## config.mk

```make
export PLATFORM = sky130hd
export DESIGN_NAME = luna_alu_core_flat
export DESIGN_NICKNAME = d
export VERILOG_FILES = /design/src/rtl/luna_pkg.sv /design/src/rtl/luna_alu_if.sv /design/src/rtl/luna_alu_comb.sv /design/src/rtl/luna_alu_core.sv /design/src/flat_wrapper.sv
export SDC_FILE = /design/constraint.sdc
export NUM_CORES = 1
export LEC_CHECK = 0
export ABC_CLOCK_PERIOD_IN_PS = 1050
export CORE_MARGIN = 8
export CORE_UTILIZATION = 39
export CTS_BUF_LIST = sky130_fd_sc_hd__clkbuf_8
export DETAILED_ROUTE_END_ITERATION = 6
export SKIP_CTS_REPAIR_TIMING = 1
export SLEW_MARGIN = 30
export SYNTH_ARGS = -nofsm -noshare
export SYNTH_HDL_FRONTEND = slang
export SYNTH_HIERARCHICAL = 1
export SYNTH_SLANG_ARGS = --single-unit
```

## constraint.sdc

```tcl
create_clock -name clk -period 1.05 [get_ports clk]
set_input_delay 0.21 -clock clk [delete_from_list [all_inputs] [get_ports clk]]
set_output_delay 0.21 -clock clk [all_outputs]
set_load 0.02 [all_outputs]
```

## src/rtl/luna_pkg.sv

```systemverilog
// Shared Luna datapath constants: width and ALU opcode encodings.
package luna_pkg;

   localparam int unsigned WIDTH = 16;

   localparam logic [1:0] OP_AND = 2'h0;
   localparam logic [1:0] OP_OR  = 2'h1;
   localparam logic [1:0] OP_ADD = 2'h2;
   localparam logic [1:0] OP_SUB = 2'h3;

endpackage

```

## src/rtl/luna_alu_if.sv

```systemverilog
// Operand/control bus into the Luna ALU and its registered result/flags.
interface luna_alu_if #(
   parameter int unsigned WIDTH = luna_pkg::WIDTH
);
   logic [WIDTH-1:0] x;
   logic [WIDTH-1:0] y;
   logic             zero_x;
   logic             zero_y;
   logic             negate_output;
   logic [1:0]       opcode;
   logic [WIDTH-1:0] output_result;
   logic             is_zero;
   logic             is_negative;

   // Master: the decoder side driving operands and consuming results.
   modport master (
      output x, y, zero_x, zero_y, negate_output, opcode,
      input  output_result, is_zero, is_negative
   );

   // Slave: the ALU itself.
   modport slave (
      input  x, y, zero_x, zero_y, negate_output, opcode,
      output output_result, is_zero, is_negative
   );
endinterface

```

## src/rtl/luna_alu_comb.sv

```systemverilog
// Combinational ALU: operand zeroing, opcode decode, optional inversion and flags.
module luna_alu_comb
   import luna_pkg::*;
#(
   parameter int unsigned WIDTH = luna_pkg::WIDTH
) (
   input  logic [WIDTH-1:0] i_x,
   input  logic [WIDTH-1:0] i_y,
   input  logic             i_zero_x,
   input  logic             i_zero_y,
   input  logic             i_negate,
   input  logic [1:0]       i_opcode,
   output logic [WIDTH-1:0] o_result,
   output logic             o_is_zero,
   output logic             o_is_negative
);

   logic [WIDTH-1:0] w_a;
   logic [WIDTH-1:0] w_b;
   logic [WIDTH-1:0] w_op;

   assign w_a = i_zero_x ? '0 : i_x;
   assign w_b = i_zero_y ? '0 : i_y;

   // Opcode decode; add/sub wrap and drop carry.
   always_comb begin
      w_op = '0;
      unique case (i_opcode)
         OP_AND:  w_op = w_a & w_b;
         OP_OR:   w_op = w_a | w_b;
         OP_ADD:  w_op = w_a + w_b;
         OP_SUB:  w_op = w_a - w_b;
         default: w_op = '0;
      endcase
   end

   // Bitwise invert (not two's-complement negate) and derive flags from final value.
   always_comb begin
      o_result      = i_negate ? ~w_op : w_op;
      o_is_zero     = (o_result == '0);
      o_is_negative = o_result[WIDTH-1];
   end

endmodule

```

## src/rtl/luna_alu_core.sv

```systemverilog
// Registered Luna ALU: one-cycle latency, result and flags captured together.
module luna_alu_core
   import luna_pkg::*;
#(
   parameter int unsigned WIDTH = luna_pkg::WIDTH
) (
   input logic      clk,
   input logic      rst,
   luna_alu_if.slave alu
);

   logic [WIDTH-1:0] w_result;
   logic             w_is_zero;
   logic             w_is_negative;

   logic [WIDTH-1:0] r_result;
   logic             r_is_zero;
   logic             r_is_negative;

   luna_alu_comb #(
      .WIDTH (WIDTH)
   ) u_comb (
      .i_x           (alu.x),
      .i_y           (alu.y),
      .i_zero_x      (alu.zero_x),
      .i_zero_y      (alu.zero_y),
      .i_negate      (alu.negate_output),
      .i_opcode      (alu.opcode),
      .o_result      (w_result),
      .o_is_zero     (w_is_zero),
      .o_is_negative (w_is_negative)
   );

   // Output register stage; reset value reflects a zero result (is_zero = 1).
   always_ff @(posedge clk or posedge rst) begin
      if (rst) begin
         r_result      <= '0;
         r_is_zero     <= 1'b1;
         r_is_negative <= 1'b0;
      end else begin
         r_result      <= w_result;
         r_is_zero     <= w_is_zero;
         r_is_negative <= w_is_negative;
      end
   end

   assign alu.output_result = r_result;
   assign alu.is_zero       = r_is_zero;
   assign alu.is_negative   = r_is_negative;

endmodule

```

## src/flat_wrapper.sv

```systemverilog
// flat-port wrapper written by rule: the top's interface ports become plain ports
module luna_alu_core_flat import luna_pkg::*;
#(
   parameter int unsigned WIDTH = luna_pkg::WIDTH
)
  (clk, rst, alu_x, alu_y, alu_zero_x, alu_zero_y, alu_negate_output, alu_opcode, alu_output_result, alu_is_zero, alu_is_negative);
  luna_alu_if #(.WIDTH(WIDTH)) alu_i ();
  input logic clk;
  input logic rst;
  input wire logic [$bits(alu_i.x)-1:0] alu_x;
  input wire logic [$bits(alu_i.y)-1:0] alu_y;
  input wire logic [$bits(alu_i.zero_x)-1:0] alu_zero_x;
  input wire logic [$bits(alu_i.zero_y)-1:0] alu_zero_y;
  input wire logic [$bits(alu_i.negate_output)-1:0] alu_negate_output;
  input wire logic [$bits(alu_i.opcode)-1:0] alu_opcode;
  output wire logic [$bits(alu_i.output_result)-1:0] alu_output_result;
  output wire logic [$bits(alu_i.is_zero)-1:0] alu_is_zero;
  output wire logic [$bits(alu_i.is_negative)-1:0] alu_is_negative;
  assign alu_i.x = alu_x;
  assign alu_i.y = alu_y;
  assign alu_i.zero_x = alu_zero_x;
  assign alu_i.zero_y = alu_zero_y;
  assign alu_i.negate_output = alu_negate_output;
  assign alu_i.opcode = alu_opcode;
  assign alu_output_result = alu_i.output_result;
  assign alu_is_zero = alu_i.is_zero;
  assign alu_is_negative = alu_i.is_negative;
  luna_alu_core #(.WIDTH(WIDTH)) u_core (.clk(clk), .rst(rst), .alu(alu_i));
endmodule
```

==> impl_metrics.tcl <==
set metrics [dict create \
    status "complete, but fails checks" \
    failed_checks "setup timing" \
    p_per_area_nw_per_um2 954 \
    start_util_pct 40.3 \
    overflow 0 \
    maxCapViolCount 0 \
    grt_pass1_wl_mm 13.5 \
    die-area_um2 9410 \
    timing.fmax_mhz 289 \
    finalWorstSetupSlack_ps -2420 \
    synth_cell_type_count 61 \
    num_io_pins 57 \
    grt_start_max_net_pins 27 \
    ir_drop_mv 1.04 \
    cpPeakStageDelay_ps 510 \
    dieHeight_um 97 \
    cts.clk_slew.worst_paths_ps 60 \
    crit_type "primary input to flip-flop" \
    core-area_um2 6350 \
    synth-seq-area-share_pct 17.7 \
    cts-root-buf "clkbuf_8" \
    cts_tree "built" \
    drc 0 \
    worstMarginPinSlew_ps 344 \
    dr.pass1.iters 4 \
    avgSynthCellArea_um2 7.46 \
    hold_viol 0 \
    antenna_left 0 \
    synthesis.area_um2 2560 \
    io_buffer_count 56 \
    drtIter0Drc 101 \
    place_inst 560 \
    ys_async_sr_fraction_pct 100 \
    rsz0062_at_grt "yes" \
    area_growth_syn_to_layout_pct 88.2 \
    grt_pass1_vias 3064 \
    slew_viol_final 0 \
    cts.htree.levels 1 \
    syn_nets 401 \
    grt_usage_pct 16.7 \
    end_kind "flip-flop" \
    pre_cts_slack_ps -2860 \
    setup_viol 19 \
    final_util_pct 75.8 \
    fp.dieW_um 97 \
    cts.sinks 18 \
    arrival_ps 3650 \
    required_ps 1230 \
    min_period_ps 3470 \
    worstSetupStartpointType "primary input" \
    diodes 0 \
    via_count 3155 \
    hp-class "primary input to asynchronous set/reset pin" \
    holdWs_ps 244 \
    instances_no_fill 578 \
    fp-row-count 29 \
    synth-main-ff-cell "dfrtp_1" \
    wirelength_mm 8.79 \
    numCtsBuffers 3 \
    relSlewSlack_pct 76.9 \
    min_period_over_period_pct 330 \
    netlist_instances 343 \
    cp_common_cell "nor3_2" \
    antenna_found_initial 0 \
    clockBufferDepth 2 \
    gp_congestion 0.847 \
    cp_max_fo 4 \
    path_cells "buf_8, nor4_4, and2_4, nand2_2, a311oi_1, a21oi_1, ha_1, and3_4, a211oi_4, a2bb2oi_2, o21ai_4, o2111a_1, nor3_2, mux2i_1, or4b_4, nor3_2" \
    yosysWarnings 6 \
    ys_ff_latch 18 \
    nNetsFinal 560 \
    hpwl_mm 6.71 \
    critPathSlowestCell "or4b_4" \
    synth_edf_count 0 \
    vias_per_cell 5.46 \
    routedWlPerCell_um 15.2 \
    drive_gt1_share_pct 48.3 \
    p_leak_uw 0.00218 \
]
-- cell type report --
type	instances	area, um2
multi-input combinational	297	2670
fill	499	1530
timing repair buffer	172	1500
sequential	18	452
tap	77	96.3
inverter	10	56.3
clock buffer	3	41.3
clock inverter	1	3.75
-- state kept, by name, indices dropped and copies added (netlist names) --
name and count:
u_core/alu.output_result 16, u_core/alu.is_negative 1, u_core/alu.is_zero 1
-- stage by stage --
stage	power [uW]	instance area [um2]	TNS, ps
after CTS	4250	4270	-39110
after detailed placement	3760	4230	-38700
after floorplan	2560	3020	-24870
final	4590	4820	-25900
after global placement	3710	4230	-37830
after global routing	4900	4820	-28490
-- kinds of logic after synthesis --
family                     synth area share [%]
and+or+nand+nor                            30.5
xor gates and xnor gates                   9.58
DFF                                        17.7
buffers and inverters                      4.94
muxes                                      3.28
AOI/OAI and AO/OA                          22.5
adders and majority gates                  11.5
-- cell usage after synthesis, types with 2 or more instances --
cell / number / area, um2
and2_1: 2 / 12.5
nor2_1: 37 / 139
ha_1: 18 / 225
nor2b_1: 20 / 125
xor2_1: 8 / 70.1
o2111a_1: 2 / 22.5
nor4_1: 6 / 37.5
mux2i_1: 5 / 50.1
or3_1: 3 / 18.8
nand3_1: 8 / 40.0
nand2b_1: 6 / 37.5
o211ai_1: 3 / 22.5
and3_1: 5 / 31.3
o21a_1: 3 / 22.5
a21oi_1: 23 / 115
xnor2_1: 20 / 175
nor3_1: 18 / 90.1
nor3b_1: 5 / 37.5
buf_2: 4 / 20.0
dfrtp_1: 17 / 425
mux2_2: 3 / 33.8
a31oi_1: 6 / 37.5
nand2_1: 34 / 128
o21ai_0: 15 / 75.1
inv_1: 9 / 33.8
clkbuf_1: 9 / 33.8
maj3_1: 5 / 50.1
nand4_1: 2 / 12.5
a21o_1: 2 / 15.0
a211oi_1: 3 / 22.5
a311oi_1: 6 / 52.6
or2_2: 2 / 12.5
buf_4: 2 / 15.0
o31ai_1: 5 / 37.5
-- worst max-delay path: cells and delay by family --
kind            cells  cell delay, ps
buf+inv             1             100
mux                 1             110
compound gates      6            1210
simple gates        7            1700
fa+ha+maj           1             290
-- power by group --
group	switching (uW)	internal (uW)
Sequential	34.1	846
Combinational	1560	1680
Clock	218	259
-- how the worst max path moves through the flow --
stage | depth (start not counted) | to | startpoint
2_1_floorplan | 16 | u_core/alu.is_zero | alu_y[2]
3_3_place_gp | 16 | u_core/alu.is_zero | alu_y[2]
3_5_place_dp | 16 | u_core/alu.is_zero | alu_y[2]
4_1_cts | 16 | u_core/alu.is_zero | alu_y[2]
5_1_grt | 16 | u_core/alu.is_zero | alu_y[5]
6_report | 16 | u_core/alu.is_zero | alu_y[5]
-- layer usage --
layer / global-route usage (%) / vias to the layer above / part of all wire (%)
li1: - / 1565 / -
met1: 18.6 / 1489 / 38
met2: 31.8 / 80 / 56
met3: 2.63 / 21 / 4.0
met4: 4.02 / 0 / 2.0
met5: 0 / - / 0
-- placed cells by master (no fill, tap or decap), types with 4 or more instances in the layout --
master / n
buf_4: 104
nor2_1: 29
nand2_1: 29
clkdlybuf4s50_1: 21
dlymetal6s2s_1: 21
nor2b_1: 18
dfrtp_1: 17
nor3_1: 14
buf_6: 13
xnor2_1: 13
a21oi_1: 11
clkbuf_2: 10
a21oi_2: 10
o21ai_0: 10
ha_4: 10
xor2_1: 8
xnor2_2: 7
ha_1: 7
nor2_2: 6
nand3_1: 6
inv_1: 5
nor3_2: 5
mux2i_1: 5
a31oi_1: 5
maj3_1: 5
nand2b_4: 4
inv_2: 4
o31ai_4: 4
and3_4: 4
(Power assumes the default switching activity.)
